===== config.mk =====
export PLATFORM = sky130hd
export DESIGN_NAME = ldst_mem_bridge_flat
export DESIGN_NICKNAME = d
export VERILOG_FILES = /design/src/rtl/ldst_mem_bridge_if.sv /design/src/rtl/ldst_mem_bridge.sv /design/src/flat_wrapper.sv
export SDC_FILE = /design/constraint.sdc
export NUM_CORES = 1
export LEC_CHECK = 0
export ABC_AREA = 1
export ABC_CLOCK_PERIOD_IN_PS = 3430
export BUFFER_PORTS_ARGS = -buffer_cell sky130_fd_sc_hd__buf_2
export CAP_MARGIN = 20
export CORE_MARGIN = 1
export CORE_UTILIZATION = 30
export CTS_CLUSTER_SIZE = 14
export DETAILED_ROUTE_END_ITERATION = 16
export GPL_TIMING_DRIVEN = 0
export SLEW_MARGIN = 20
export SYNTH_ARGS = -nofsm -noshare
export SYNTH_HDL_FRONTEND = slang
export SYNTH_SLANG_ARGS = --single-unit

===== constraint.sdc =====
create_clock -name clk -period 3.43 [get_ports clk]
set_input_delay 0.343 -clock clk [delete_from_list [all_inputs] [get_ports clk]]
set_output_delay 0.343 -clock clk [all_outputs]
set_load 0.05 [all_outputs]

===== src/rtl/ldst_mem_bridge_if.sv =====
// rtl/ldst_mem_bridge_if.sv - CPU load/store, RAM and MMIO signal bundle for ldst_mem_bridge
interface ldst_mem_bridge_if #(
    parameter int RAM_ADDR_W = 11
);
    logic [15:0]           i_ldst_addr;
    logic                  i_ldst_rd;
    logic                  i_ldst_wr;
    logic [15:0]           i_ldst_wrdata;
    logic [15:0]           o_ldst_rddata;
    logic                  o_ldst_stall;
    logic [RAM_ADDR_W-1:0] o_ram_addr;
    logic                  o_ram_wr;
    logic [15:0]           o_ram_wrdata;
    logic [15:0]           i_ram_rddata;
    logic [15:0]           o_mmio_address;
    logic                  o_mmio_read;
    logic                  o_mmio_write;
    logic [15:0]           o_mmio_writedata;
    logic [15:0]           i_mmio_readdata;
    logic                  i_mmio_waitrequest;
    logic                  o_bus_err;

    // Environment side: CPU, RAM macro and peripheral bus
    modport master (
        output i_ldst_addr, i_ldst_rd, i_ldst_wr, i_ldst_wrdata,
        input  o_ldst_rddata, o_ldst_stall,
        input  o_ram_addr, o_ram_wr, o_ram_wrdata,
        output i_ram_rddata,
        input  o_mmio_address, o_mmio_read, o_mmio_write, o_mmio_writedata,
        output i_mmio_readdata, i_mmio_waitrequest,
        input  o_bus_err
    );

    // Bridge side
    modport slave (
        input  i_ldst_addr, i_ldst_rd, i_ldst_wr, i_ldst_wrdata,
        output o_ldst_rddata, o_ldst_stall,
        output o_ram_addr, o_ram_wr, o_ram_wrdata,
        input  i_ram_rddata,
        output o_mmio_address, o_mmio_read, o_mmio_write, o_mmio_writedata,
        input  i_mmio_readdata, i_mmio_waitrequest,
        output o_bus_err
    );
endinterface


===== src/rtl/ldst_mem_bridge.sv =====
// rtl/ldst_mem_bridge.sv - routes CPU loads/stores to data RAM or the MMIO bus with timeout
module ldst_mem_bridge #(
    parameter int          RAM_ADDR_W     = 11,
    parameter logic [3:0]  MMIO_PAGE      = 4'hF,
    parameter int          TIMEOUT_CYCLES = 255
) (
    input logic             clk,
    input logic             reset,
    ldst_mem_bridge_if.slave bus
);
    typedef enum logic [1:0] {IDLE, BUSY, DONE} state_t;

    state_t      state;
    state_t      next_state;

    logic        req;
    logic        is_mmio;
    logic        wait_hi;
    logic        timeout;
    logic        start;

    logic        kind_wr_q;
    logic [7:0]  tcnt;
    logic [15:0] rdata_q;
    logic        rsel_q;        // 1: load data comes from rdata_q (MMIO), 0: from RAM
    logic [15:0] addr_q;
    logic [15:0] wrdata_q;
    logic        bus_err_q;

    logic        stall;
    logic        mmio_read;
    logic        mmio_write;
    logic        ram_wr;

    // Address bits outside the RAM window and the byte-select bit are not needed here
    logic        unused_addr_bits;
    assign unused_addr_bits = ^{bus.i_ldst_addr[0], bus.i_ldst_addr[15:RAM_ADDR_W+1]};

    assign req     = bus.i_ldst_rd | bus.i_ldst_wr;
    assign is_mmio = (bus.i_ldst_addr[15:12] == MMIO_PAGE);
    assign wait_hi = bus.i_mmio_waitrequest;
    assign timeout = wait_hi && (tcnt == 8'(TIMEOUT_CYCLES - 1));
    assign start   = (state == IDLE) && req && is_mmio;

    // State register
    always_ff @(posedge clk or negedge reset) begin
        if (!reset) begin
            state <= IDLE;
        end else begin
            state <= next_state;
        end
    end

    // Next-state logic
    always_comb begin
        next_state = state;
        case (state)
            IDLE:    if (req && is_mmio) next_state = BUSY;
            BUSY:    if (!wait_hi || timeout) next_state = DONE;
            DONE:    next_state = IDLE;
            default: next_state = IDLE;
        endcase
    end

    // Outputs decoded from state; everything forced quiet while reset is held
    always_comb begin
        stall      = 1'b0;
        mmio_read  = 1'b0;
        mmio_write = 1'b0;
        ram_wr     = 1'b0;
        case (state)
            IDLE: begin
                stall  = req && is_mmio;
                ram_wr = bus.i_ldst_wr && !is_mmio;
            end
            BUSY: begin
                stall      = 1'b1;
                mmio_read  = !kind_wr_q;
                mmio_write = kind_wr_q;
            end
            default: begin
                stall = 1'b0;
            end
        endcase
        if (!reset) begin
            stall      = 1'b0;
            mmio_read  = 1'b0;
            mmio_write = 1'b0;
            ram_wr     = 1'b0;
        end
    end

    // MMIO capture, wait/timeout counting, read-return capture and load-source select
    always_ff @(posedge clk or negedge reset) begin
        if (!reset) begin
            addr_q    <= 16'h0000;
            wrdata_q  <= 16'h0000;
            kind_wr_q <= 1'b0;
            tcnt      <= 8'h00;
            rdata_q   <= 16'h0000;
            rsel_q    <= 1'b0;
            bus_err_q <= 1'b0;
        end else begin
            if (start) begin
                addr_q    <= bus.i_ldst_addr;
                wrdata_q  <= bus.i_ldst_wrdata;
                kind_wr_q <= bus.i_ldst_wr;
                tcnt      <= 8'h00;
            end
            if (state == BUSY) begin
                if (!wait_hi) begin
                    if (!kind_wr_q) rdata_q <= bus.i_mmio_readdata;
                end else if (timeout) begin
                    rdata_q   <= 16'hDEAD;
                    bus_err_q <= 1'b1;
                end else if (tcnt != 8'hFF) begin
                    tcnt <= tcnt + 8'h01;
                end
            end
            // An accepted load (including the DONE re-presentation) picks the return path
            if (!stall && bus.i_ldst_rd && !bus.i_ldst_wr) begin
                rsel_q <= is_mmio;
            end
        end
    end

    assign bus.o_ram_addr       = bus.i_ldst_addr[RAM_ADDR_W:1];
    assign bus.o_ram_wrdata     = bus.i_ldst_wrdata;
    assign bus.o_ram_wr         = ram_wr;
    assign bus.o_ldst_stall     = stall;
    assign bus.o_ldst_rddata    = rsel_q ? rdata_q : bus.i_ram_rddata;
    assign bus.o_mmio_address   = addr_q;
    assign bus.o_mmio_writedata = wrdata_q;
    assign bus.o_mmio_read      = mmio_read;
    assign bus.o_mmio_write     = mmio_write;
    assign bus.o_bus_err        = bus_err_q;
endmodule


===== src/flat_wrapper.sv =====
// flat-port wrapper written by rule: the top's interface ports become plain ports
module ldst_mem_bridge_flat 
#(
    parameter int          RAM_ADDR_W     = 11,
    parameter logic [3:0]  MMIO_PAGE      = 4'hF,
    parameter int          TIMEOUT_CYCLES = 255
)
  (clk, reset, bus_i_ldst_addr, bus_i_ldst_rd, bus_i_ldst_wr, bus_i_ldst_wrdata, bus_o_ldst_rddata, bus_o_ldst_stall, bus_o_ram_addr, bus_o_ram_wr, bus_o_ram_wrdata, bus_i_ram_rddata, bus_o_mmio_address, bus_o_mmio_read, bus_o_mmio_write, bus_o_mmio_writedata, bus_i_mmio_readdata, bus_i_mmio_waitrequest, bus_o_bus_err);
  ldst_mem_bridge_if #(.RAM_ADDR_W(RAM_ADDR_W)) bus_i ();
  input logic clk;
  input logic reset;
  input wire logic [$bits(bus_i.i_ldst_addr)-1:0] bus_i_ldst_addr;
  input wire logic [$bits(bus_i.i_ldst_rd)-1:0] bus_i_ldst_rd;
  input wire logic [$bits(bus_i.i_ldst_wr)-1:0] bus_i_ldst_wr;
  input wire logic [$bits(bus_i.i_ldst_wrdata)-1:0] bus_i_ldst_wrdata;
  output wire logic [$bits(bus_i.o_ldst_rddata)-1:0] bus_o_ldst_rddata;
  output wire logic [$bits(bus_i.o_ldst_stall)-1:0] bus_o_ldst_stall;
  output wire logic [$bits(bus_i.o_ram_addr)-1:0] bus_o_ram_addr;
  output wire logic [$bits(bus_i.o_ram_wr)-1:0] bus_o_ram_wr;
  output wire logic [$bits(bus_i.o_ram_wrdata)-1:0] bus_o_ram_wrdata;
  input wire logic [$bits(bus_i.i_ram_rddata)-1:0] bus_i_ram_rddata;
  output wire logic [$bits(bus_i.o_mmio_address)-1:0] bus_o_mmio_address;
  output wire logic [$bits(bus_i.o_mmio_read)-1:0] bus_o_mmio_read;
  output wire logic [$bits(bus_i.o_mmio_write)-1:0] bus_o_mmio_write;
  output wire logic [$bits(bus_i.o_mmio_writedata)-1:0] bus_o_mmio_writedata;
  input wire logic [$bits(bus_i.i_mmio_readdata)-1:0] bus_i_mmio_readdata;
  input wire logic [$bits(bus_i.i_mmio_waitrequest)-1:0] bus_i_mmio_waitrequest;
  output wire logic [$bits(bus_i.o_bus_err)-1:0] bus_o_bus_err;
  assign bus_i.i_ldst_addr = bus_i_ldst_addr;
  assign bus_i.i_ldst_rd = bus_i_ldst_rd;
  assign bus_i.i_ldst_wr = bus_i_ldst_wr;
  assign bus_i.i_ldst_wrdata = bus_i_ldst_wrdata;
  assign bus_o_ldst_rddata = bus_i.o_ldst_rddata;
  assign bus_o_ldst_stall = bus_i.o_ldst_stall;
  assign bus_o_ram_addr = bus_i.o_ram_addr;
  assign bus_o_ram_wr = bus_i.o_ram_wr;
  assign bus_o_ram_wrdata = bus_i.o_ram_wrdata;
  assign bus_i.i_ram_rddata = bus_i_ram_rddata;
  assign bus_o_mmio_address = bus_i.o_mmio_address;
  assign bus_o_mmio_read = bus_i.o_mmio_read;
  assign bus_o_mmio_write = bus_i.o_mmio_write;
  assign bus_o_mmio_writedata = bus_i.o_mmio_writedata;
  assign bus_i.i_mmio_readdata = bus_i_mmio_readdata;
  assign bus_i.i_mmio_waitrequest = bus_i_mmio_waitrequest;
  assign bus_o_bus_err = bus_i.o_bus_err;
  ldst_mem_bridge #(.RAM_ADDR_W(RAM_ADDR_W), .MMIO_PAGE(MMIO_PAGE), .TIMEOUT_CYCLES(TIMEOUT_CYCLES)) u_core (.clk(clk), .reset(reset), .bus(bus_i));
endmodule

==> results of run 1 <==
report_power, final:
group | leakage, nW | switching (W) | total, W | internal [W]
clock | 0.0812 | 0.000279 | 0.000555 | 0.000275
combinational | 1.66 | 0.000579 | 0.000794 | 0.000215
sequential | 0.766 | 0.0000805 | 0.000938 | 0.000857
flip-flops by register name (all words and copies together) (netlist names):
signal / cells
u_core.state: 2
u_core.bus.o_mmio_writedata: 16
u_core.tcnt: 8
u_core.rsel_q: 1
u_core.rdata_q: 16
u_core.bus.o_mmio_address: 16
u_core.kind_wr_q: 1
u_core.bus.o_bus_err: 1
worst reg2reg max path: stages, from the launching register on:
cell     delay, ps
dfrtp_1        400
inv_1          100
ha_1           150
inv_1           60
nor2_4         130
nand2_4        100
nand2_8        110
nand3_4        110
buf_6          170
nand2_1         60
nand2_1         50
cell families after synthesis:
logic type                 after synthesis
adders and majority gates                2
and+or+nand+nor                        239
muxes                                   16
buffers and inverters                   74
AOI/OAI and AO/OA                        7
DFF                                     61
per-stage QoR:
stage,power (W),setup WS [ps]
after detailed placement,0.00175,1130
after global routing,0.00242,523
after floorplan,0.00153,975
after global placement,0.00173,461
final,0.00229,724
after CTS,0.00232,565
cell usage after synthesis, types with 2 or more instances:
| cell type | n | area [um^2] |
|---|---|---|
| clkbuf_1 | 6 | 22.5 |
| nand2_1 | 140 | 526 |
| nand3_1 | 41 | 205 |
| o21ai_0 | 2 | 10.0 |
| nor2_1 | 19 | 71.3 |
| buf_2 | 10 | 50.1 |
| inv_1 | 28 | 105 |
| dfrtp_1 | 61 | 1530 |
| buf_4 | 29 | 218 |
| or2_2 | 11 | 68.8 |
| ha_1 | 2 | 25.0 |
| mux2_2 | 16 | 180 |
| nand4_1 | 17 | 106 |
| nor2_4 | 2 | 22.5 |
| nor2_2 | 2 | 12.5 |
metal layers:
metal / part of all wire (%) / wire [um] / vias to the layer above / global-route usage [%]
li1: - / - / 1558 / -
met1: 45 / 3720 / 1418 / 18.7
met2: 47 / 3930 / 120 / 25.6
met3: 7.0 / 579 / 7 / 3.92
met4: 0.96 / 80 / 0 / 4.37
met5: 0 / 0 / - / 0
final timing paths:
check                      depth (start not counted)  slack (ps)                                    endpoint                                 startpoint
setup reg to reg                                  10        1900               u_core.rdata_q[8]$_DFFE_PN0P_                   u_core.tcnt[0]$_DFF_PN0_
min in group asynchronous                          2         470               u_core.rdata_q[0]$_DFFE_PN0P_                                      reset
hold reg to reg                                    2         460   u_core.bus.o_mmio_address[15]$_DFFE_PN0P_  u_core.bus.o_mmio_address[15]$_DFFE_PN0P_
max in group asynchronous                          3        2440  u_core.bus.o_mmio_writedata[0]$_DFFE_PN0P_                                      reset
hold / removal                                     3         240    u_core.bus.o_mmio_address[0]$_DFFE_PN0P_                         bus_i_ldst_addr[0]
setup / recovery                                   6         720                                bus_o_ram_wr                                      reset
final cells by class:
type	instances	area, um^2
Buffer	46	302
Clock buffer	11	141
Clock inverter	4	25.0
Fill cell	1100	6090
Inverter	28	105
Multi-Input combinational cell	264	1340
Sequential cell	61	1530
Tap cell	136	170
Timing Repair Buffer	149	768
==> metrics.md, run 1 <==
| Metric | Value |
|---|---|
| Status | `finished, final reports clean` |
| DR iter-0 viols | `151` |
| Final global-route overflow total | `0` |
| DRC viols | `0` |
| Pins Over Slew Limit | `0` |
| I/O pin total | `149` |
| Seq cells post-synth | `61` |
| Final ANT Viol Nets | `0` |
| Crit path kind | `in -> out` |
| Max Root-Sink Buffers | `2` |
| Clock skew | `7.65 ps` |
| Initial Util | `31.2%` |
| Final Hold Vio Count | `0` |
| CP Data Required Time | `3090 ps` |
| Syn Area/Cell | `8.19 um^2` |
| Final worst-path cycle share | `78.9%` |
| Post-Synth Simple-Gate Area | `33.2%` |
| Final instance area | `4370 um^2` |
| Inst Count DP | `683` |
| HP Class | `in -> reg` |
| Die span in y | `106 um` |
| Max Fanout on Critical Path | `37` |
| Clock root buffer | `clkbuf_8` |
| Drt wl/cell | `11.9 um` |
| I/O Buffers | `147` |
| Post-synth EDFFs | `0` |
| Compound-Gate Fraction of Synth Area | `1.34%` |
| Cells after synthesis | `399` |
| Core Area | `10500 um^2` |
| LEAKAGE | `2.51 nW` |
| Row cnt | `37` |
| Total wire length | `8300 um` |
| Clock tree sinks | `61` |
| Layout cells sized above 1 | `42.3%` |
| Power Density | `523 nW/um^2` |
| CTS buffer count | `9` |
| Final nets | `630` |
| Via density | `4.44` |
| Final-report setup violation count | `0` |
| Fmax | `370 MHz` |
| Vias in the first global route | `2915` |
| Peak VDD IR | `0.230 mV` |
| Chip width | `106 um` |
| Startpoint Class | `input port` |
| Post-synth ARST share | `100%` |
| Multiplexer share of the synthesized area | `5.51%` |
| Most common cell after layout, fill and taps aside | `buf_2` |
| Worst-Margin Slew | `525 ps` |
| First-pass GRT wire length | `13600 um` |
| Netlist Area Pre-Place | `3270 um^2` |
| Utilization after layout | `41.8%` |
| Placed Area | `4200 um^2` |
| Area grow syn2layout | `33.8%` |
| Distinct cells, synth | `28` |
| Rel. slew slack | `65.0%` |
| Hold-fix buffers at CTS | `1` |
| GRT Overall Usage | `15.1%` |
| Crit path max-delay family | `buffers and inverters` |
| Min cycle time layout | `2710 ps` |
| CP max stage delay | `530 ps` |
| Ys flop type | `dfrtp_1` |
| Clk_lat worst skew | `330 ps` |
| CTS tree | `yes` |
| Post-CTS sizing | `0` |
| Pre-antenna DRT Iters | `4` |
| RSZ-0062 raised after global routing | `false` |
| Buf+Inv Stages, Crit Path | `4` |
| CTS clock-pin slew for the worst setup and hold paths | `70 ps` |
| Most frequent cells in the layout | `156 x buf_2, 140 x nand2_1, 61 x dfrtp_1` |
| Die area | `11300 um^2` |
| H-tree lvl count | `3` |
| Critical path's slowest cell | `dlygate4sd3_1` |
| Cell Count, Final, Fillers Out | `699` |
| Largest family of logic cells by synthesized area | `simple AND/OR/NAND/NOR gates` |
| TNS Setup | `0 ps` |
| Antenna violations before repair | `0` |
| Post-Syn Nets | `470` |
| Setup repair bufs after CTS | `0` |
| Max-cap viol count | `0` |
| Via count | `3103` |
| Xor and xnor area share after synthesis | `0%` |
| HPWL Detailed | `6240 um` |
| Crit end category | `output pin` |
| N_diodes | `0` |
| Synth warnings | `0` |
| Sequential-to-total area share from yosys stat | `46.7%` |
| Crit-path cells | `dlygate4sd3_1 > buf_4 > buf_12 > nand2_1 > nor4_1 > buf_2` |
| Crit path DAT | `2360 ps` |
| Pin count of the biggest net entering global routing | `38` |
| RD Place Congestion | `0.790` |
| Worst hold slack | `239 ps` |
| Synth Area in Adders | `0.766%` |
No activity file was read; power rests on OpenSTA's default activity.
==> run 2: changes to the inputs <==
Settings changed: ABC_CLOCK_PERIOD_IN_PS 3430 to 2750.
Clock period 3.43 ns to 2.75 ns, I/O delays scaled along.
==> metrics.md, run 2 (synthesized netlist as in run 1, its figures left out) <==
| Metric | Value |
|---|---|
| Status | `finished, final reports clean` |
| Clk_lat worst skew | `330 ps` |
| First-pass GRT wire length | `13600 um` |
| RSZ-0062 raised after global routing | `false` |
| Die area | `11300 um^2` |
| Drt wl/cell | `11.9 um` |
| Crit path DAT | `2220 ps` |
| Peak VDD IR | `0.287 mV` |
| Final ANT Viol Nets | `0` |
| Final worst-path cycle share | `90.8%` |
| Worst hold slack | `171 ps` |
| DR iter-0 viols | `151` |
| Max-cap viol count | `0` |
| Total wire length | `8300 um` |
| Fill cell count | `1100` |
| I/O Buffers | `147` |
| Min cycle time layout | `2500 ps` |
| Final global-route overflow total | `0` |
| Final nets | `630` |
| TNS Setup | `0 ps` |
| Worst-Margin Slew | `525 ps` |
| Cell Count, Final, Fillers Out | `699` |
| Most common cell after layout, fill and taps aside | `buf_2` |
| Inst Count DP | `683` |
| Multi-input logic area | `1340 um^2` |
| Clock skew | `7.65 ps` |
| Worst hold stages | `3` |
| Max Root-Sink Buffers | `2` |
| DRC viols | `0` |
| Antenna violations before repair | `0` |
| Row cnt | `37` |
| HP Class | `in -> reg` |
| Crit path kind | `in -> out` |
| I/O pin total | `149` |
| Vias in the first global route | `2915` |
| Reg area | `1530 um^2` |
| Die span in y | `106 um` |
| Final-report setup violation count | `0` |
| Rel. slew slack | `65.0%` |
| Setup WS post-layout | `254 ps` |
| CP Data Required Time | `2480 ps` |
| Core Area | `10500 um^2` |
| Crit-path cells | `dlygate4sd3_1 > buf_6 > buf_12 > nand2_1 > nor4_1 > buf_2` |
| Worst Reg2Reg Path Length in Cells | `10` |
| GRT Overall Usage | `15.1%` |
| Max Fanout on Critical Path | `37` |
| Buf+Inv Stages, Crit Path | `4` |
| CTS clock-pin slew for the worst setup and hold paths | `70 ps` |
| CTS tree | `yes` |
| RD Place Congestion | `0.790` |
| Fmax | `401 MHz` |
| CTS buffer count | `9` |
| Startpoint Class | `input port` |
| Crit path max-delay family | `buffers and inverters` |
| Area grow syn2layout | `33.9%` |
| Layout cells sized above 1 | `42.3%` |
| Via density | `4.44` |
| Final Hold Vio Count | `0` |
| Initial Util | `31.2%` |
| Pre-antenna DRT Iters | `4` |
| HPWL Detailed | `6240 um` |
| Worst path depth | `6` |
| Clock tree sinks | `61` |
| Post-place setup slack | `586 ps` |
| Most frequent cells in the layout | `156 x buf_2, 140 x nand2_1, 61 x dfrtp_1` |
| H-tree lvl count | `3` |
| Clock root buffer | `clkbuf_8` |
| Pins Over Slew Limit | `0` |
| Placed Area | `4200 um^2` |
| LEAKAGE | `2.51 nW` |
| Final instance area | `4380 um^2` |
| CP max stage delay | `540 ps` |
| Power Density | `652 nW/um^2` |
| N_diodes | `0` |
| Pin count of the biggest net entering global routing | `38` |
| Crit end category | `output pin` |
| Via count | `3105` |
| Critical path's slowest cell | `dlygate4sd3_1` |
| Chip width | `106 um` |
==> run 2: report_power, final <==
part           total, W  switching (W)  internal, W
Clock          0.000692       0.000349     0.000343
Sequential      0.00117       0.000100      0.00107
Combinational  0.000991       0.000722     0.000269
Total           0.00285        0.00117      0.00168
==> run 2: timing repair <==
action	in CTS	in global routing
endpoints found under the hold margin	26	0
setup buffers	0	0
hold buffers	1	0
setup endpoints to repair	0	1
resized for setup	0	1
==> run 2: path summary, 6_finish.rpt <==
check,startpoint,endpoint,slack (ps)
hold / removal,bus_i_ldst_addr[0],u_core.bus.o_mmio_address[0]$_DFFE_PN0P_,170
max in group asynchronous,reset,u_core.bus.o_mmio_writedata[0]$_DFFE_PN0P_,1900
setup reg to reg,u_core.tcnt[0]$_DFF_PN0_,u_core.rdata_q[8]$_DFFE_PN0P_,1220
min in group asynchronous,reset,u_core.rdata_q[0]$_DFFE_PN0P_,360
hold reg to reg,u_core.bus.o_mmio_address[15]$_DFFE_PN0P_,u_core.bus.o_mmio_address[15]$_DFFE_PN0P_,460
setup / recovery,reset,bus_o_ram_wr,250
==> run 2: layout make-up <==
class	instances	area share [%]
inverters	28	2.40
multi-input cells	264	30.5
well taps	136	3.89
clock buffers	11	3.23
plain buffers	46	6.89
clock inverters	4	0.572
flip-flops and latches	61	34.9
repair buffers	149	17.6
==> run 2: layer usage <==
metal	track usage, %	part of all wire, %	routed length (um)	vias up
met5	0	0	0	-
met4	4.37	0.96	80	0
met3	3.92	7.0	579	7
met2	25.6	47	3930	120
met1	18.7	45	3720	1420
li1	-	-	-	1558
==> run 2: worst min-delay path, cell delays in order <==
cell and delay (ps):
buf_2 70, nand3_1 60, nand2_1 60
==> run 2: stage by stage <==
stage	util (%)	total power, W
2_1_floorplan	-	0.00191
5_1_grt	41.8	0.00302
3_5_place_dp	40.1	0.00218
4_1_cts	41.8	0.00289
6_report	41.8	0.00285
3_3_place_gp	39.9	0.00216
